===== src/rtl/mano_dr_ctrl.sv =====
// Data-register unit for the Mano basic computer: fetches operands into DR and,
// for ISZ, increments DR, writes it back and reports whether the result was zero.
module mano_dr_ctrl #(
    parameter int          WIDTH       = 16,
    parameter logic [7:0]  LOAD_MASK   = 8'b0100_0111,
    parameter int          ISZ_OP      = 6,
    parameter bit          CLR_ON_IDLE = 1'b0
) (
    input  logic             clk,
    input  logic             rst_n,
    input  logic             instr_vld,
    output logic             instr_rdy,
    input  logic [7:0]       D,
    input  logic [WIDTH-1:0] mem_rdata,
    input  logic             mem_rvld,
    output logic             rd_req,
    output logic             wr_req,
    input  logic             wr_ack,
    output logic [WIDTH-1:0] wr_data,
    output logic [WIDTH-1:0] dr_q,
    output logic             LD,
    output logic             INC,
    output logic             CLR,
    output logic [7:0]       T,
    output logic             skip,
    output logic             done
);

    typedef enum logic [2:0] {
        S_IDLE  = 3'd0,
        S_READ  = 3'd1,
        S_INC   = 3'd2,
        S_WRITE = 3'd3,
        S_FIN   = 3'd4
    } state_e;

    state_e           state_q, state_d;
    logic             isz_q, isz_d;
    logic [WIDTH-1:0] dr_d;

    // State, latched ISZ flag and DR register
    always_ff @(posedge clk or negedge rst_n) begin
        if (!rst_n) begin
            state_q <= S_IDLE;
            isz_q   <= 1'b0;
            dr_q    <= {WIDTH{1'b0}};
        end else begin
            state_q <= state_d;
            isz_q   <= isz_d;
            dr_q    <= dr_d;
        end
    end

    // Next-state and DR datapath; only the ISZ bit of D matters after acceptance
    always_comb begin
        state_d = state_q;
        isz_d   = isz_q;
        dr_d    = dr_q;
        case (state_q)
            S_IDLE: begin
                if (instr_vld) begin
                    isz_d   = D[ISZ_OP];
                    state_d = ((D & LOAD_MASK) != 8'd0) ? S_READ : S_FIN;
                end else begin
                    state_d = S_IDLE;
                end
            end
            S_READ: begin
                if (mem_rvld) begin
                    dr_d    = mem_rdata;
                    state_d = isz_q ? S_INC : S_FIN;
                end else begin
                    state_d = S_READ;
                end
            end
            S_INC: begin
                dr_d    = dr_q + {{(WIDTH-1){1'b0}}, 1'b1};
                state_d = S_WRITE;
            end
            S_WRITE: begin
                if (wr_ack) begin
                    state_d = S_FIN;
                end else begin
                    state_d = S_WRITE;
                end
            end
            S_FIN: begin
                if (CLR_ON_IDLE) begin
                    dr_d = {WIDTH{1'b0}};
                end else begin
                    dr_d = dr_q;
                end
                state_d = S_IDLE;
            end
            default: begin
                state_d = S_IDLE;
            end
        endcase
    end

    // Strobes, requests and timing decoded from the current state
    always_comb begin
        instr_rdy = 1'b0;
        rd_req    = 1'b0;
        wr_req    = 1'b0;
        LD        = 1'b0;
        INC       = 1'b0;
        CLR       = 1'b0;
        T         = 8'd0;
        skip      = 1'b0;
        done      = 1'b0;
        wr_data   = dr_q;
        case (state_q)
            S_IDLE: begin
                instr_rdy = 1'b1;
            end
            S_READ: begin
                rd_req = 1'b1;
                T[4]   = 1'b1;
                LD     = mem_rvld;
            end
            S_INC: begin
                T[5] = 1'b1;
                INC  = 1'b1;
            end
            S_WRITE: begin
                wr_req = 1'b1;
                T[6]   = 1'b1;
                skip   = wr_ack && (dr_q == {WIDTH{1'b0}});
            end
            S_FIN: begin
                done = 1'b1;
                CLR  = CLR_ON_IDLE;
            end
            default: begin
                instr_rdy = 1'b0;
            end
        endcase
    end

endmodule


===== config.mk =====
export PLATFORM = sky130hd
export DESIGN_NAME = mano_dr_ctrl
export DESIGN_NICKNAME = d
export VERILOG_FILES = /design/src/rtl/mano_dr_ctrl.sv
export SDC_FILE = /design/constraint.sdc
export NUM_CORES = 1
export LEC_CHECK = 0
export ABC_AREA = 1
export BUFFER_PORTS_ARGS = -buffer_cell sky130_fd_sc_hd__buf_2
export CAP_MARGIN = 15
export CORE_UTILIZATION = 46
export DETAILED_ROUTE_END_ITERATION = 6
export GPL_ROUTABILITY_DRIVEN = 0
export PLACE_DENSITY = 0.84
export SYNTH_ARGS = -nofsm -noshare
export SYNTH_HDL_FRONTEND = slang
export SYNTH_SLANG_ARGS = --single-unit

===== constraint.sdc =====
create_clock -name clk -period 1.9 [get_ports clk]
set_clock_uncertainty 0.1 [all_clocks]
set_input_delay 0.285 -clock clk [delete_from_list [all_inputs] [get_ports clk]]
set_output_delay 0.285 -clock clk [all_outputs]
set_load 0.02 [all_outputs]

==> flow_summary.yaml <==
detailed_routing:
  drtAntennaViolNets: 0
  post-route-drc-count: 0
  viasPerCell: 4.86
  drt-total-wl_um: 3630
  drt-initial-drc-count: 65
  vias: 1571
  wire_per_inst_um: 11.2
  drtPass1Iterations: 4
synthesis:
  ys_warn_count: 0
  postSynthRegisterBits: 20
  synth.avg_cell_area_um2: 6.94
  ys.flop_type: "dfrtp_1"
  synth-async-reset-ratio_pct: 100
  synth_edf_count: 0
  synth_area_mm2: 0.00156
  syn_inst: 224
  synth.distinct_cells: 30
  ys_seq_area_share_pct: 32.2
timing:
  tns_ns: 0
  fmax_mhz: 528
  drv_slew: 0
  hold_violations: 0
  finalCriticalPeriod_ns: 1.89
  grt_setup_unrepaired: "true"
  period_share_pct: 99.7
  finalSetupViolCount: 0
power:
  ir_drop_v: 0.000611
  pwr_density_cell_mw_per_mm2: 1830
  leakage_nw: 0.996
place:
  dp_hpwl_um: 2770
  dpl.cell_count: 315
  postPlaceCellArea_mm2: 0.00178
  numPortBuffers: 66
worst_setup_path:
  required_ns: 1.51
  end_kind: "output port"
  crit_type: "flop to output port"
  rr_worst_depth: 10
  start_kind: "flop"
  path_max_fanout: 4
  arrival_ns: 1.51
layout:
  antennaDiodeCount: 0
  stdcell_count: 323
  drive_gt1_share_pct: 34.1
  areaGrowthSynthToFinish_pct: 19.0
  nNetsFinal: 312
  post-route-util_pct: 59.2
  postLayoutCellArea_mm2: 0.00185
floorplanning:
  die_x_um: 60.1
  die_y_um: 60.1
  ios: 77
  start_util_pct: 49.7
  rows: 20
  coreArea_mm2: 0.00313
  die_area_mm2: 0.00362
cts:
  cts_tree: "built"
  cts_made_buffers: 3
  clock-root-buffer: "clkbuf_4"
  cts.path.max_buffers: 2
  path_clk_slew_ns: 0.12
  cts_sinks: 20
  h-tree-depth: 1
  clkLatencyLatePin_ns: 0.30
grt:
  grt_pass1_vias: 1367
  antenna_found_initial: 0
  grt_max_degree: 21
  grt_pass1_wl_um: 6010
  track_usage_pct: 22.2
  overflow: 0
min_path:
  holdPathStages: 3
  holdCritPathClass: "input pin to flop"
run:
  maxCapViolations: 0
run_status:
  outcome: "complete, no violations"
[cells in the final DEF, fill, tap and decap left out, types with 5 or more instances in the layout]
master and n:
buf_2 65, nand2_1 56, nand3_1 24, nor2_1 22, inv_1 21, dfrtp_1 17
o21ai_0 9, buf_4 8, a21oi_1 6, conb_1 6, inv_2 5, o211ai_1 5
[cells in the mapped netlist (3+ instances only)]
library cell / instances / share of area [%]
nand3_1: 24 / 7.7
o211ai_1: 5 / 2.4
o21ai_0: 9 / 2.9
dfrtp_1: 20 / 32
inv_2: 4 / 0.97
inv_1: 22 / 5.3
nand2_1: 56 / 14
nor2_1: 22 / 5.3
nor3_1: 3 / 0.97
a21oi_1: 6 / 1.9
buf_4: 26 / 13
[metrics by stage]
step / setup WS, ns / total power, mW / hold WS [ns]
6_report: 0.00662 / 3.38 / 0.0899
5_1_grt: -0.0656 / 3.68 / 0.105
4_1_cts: 0.000354 / 3.36 / 0.0916
3_5_place_dp: 0.257 / 3.10 / 0.162
3_3_place_gp: 0.258 / 3.04 / 0.156
2_1_floorplan: 0.200 / 2.67 / -0.111
[flip-flops by register name, summed over array words and instances (netlist names)]
name	count
state_q	3
dr_q	16
isz_q	1
[layout make-up]
| type | instances | area [µm²] |
|---|---|---|
| Multi-Input combinational cell | 156 | 776 |
| Timing Repair Buffer | 74 | 395 |
| Clock buffer | 3 | 22.5 |
| Tap cell | 44 | 55.1 |
| Inverter | 26 | 97.6 |
| Sequential cell | 20 | 504 |
| Fill cell | 310 | 1280 |
[worst paths after layout]
kind,startpoint,endpoint,slack (ns)
worst max-delay path,dr_q[0]$_DFFE_PN0P_,skip,0.007
worst min-delay path,mem_rdata[4],dr_q[4]$_DFFE_PN0P_,0.09
worst max register to register,dr_q[0]$_DFFE_PN0P_,dr_q[12]$_DFFE_PN0P_,0.20
worst min register to register,isz_q$_DFFE_PN0P_,state_q[2]$_DFF_PN0_,0.42
max in group asynchronous,rst_n,dr_q[11]$_DFFE_PN0P_,1.00
min in group asynchronous,rst_n,dr_q[3]$_DFFE_PN0P_,0.35
[metal layers]
layer | up-vias | track usage (%) | wire (µm)
li1 | 805 | - | -
met1 | 702 | 30.6 | 1710
met2 | 60 | 35.0 | 1640
met3 | 4 | 2.16 | 221
met4 | 0 | 9.63 | 61
met5 | - | 0 | 0
[critical path, cell delays in order, from the launching register on]
cell and delay, ns:
dfrtp_1 0.41, inv_2 0.08, ha_1 0.15, nand3_1 0.07, nor4_1 0.17, nand2_1 0.08, nor2_1 0.10, buf_4 0.15
[power breakdown]
part,internal [mW],switching [mW],leakage (nW)
clock network,0.0740,0.136,0.0138
registers,0.646,0.278,0.238
logic,0.759,1.49,0.744
[cells by family after synthesis]
family	after synthesis	synth area share [%]
simple gates	119	34.9
buf+inv	53	19.5
compound gates	28	10.9
flops	20	32.2
fa+ha+maj	2	1.61
xor+xnor	1	0.563
other cells	1	0.241
[what timing repair did]
| item | in CTS | in global routing |
|---|---|---|
| endpoints found under the hold margin | 20 | 0 |
| buffers inserted | 3 | 1 |
| hold buffers | 1 | 0 |
| gates resized for setup | 2 | 4 |
| setup endpoints to repair | 1 | 1 |
No activity file was read; power rests on OpenSTA's default activity.
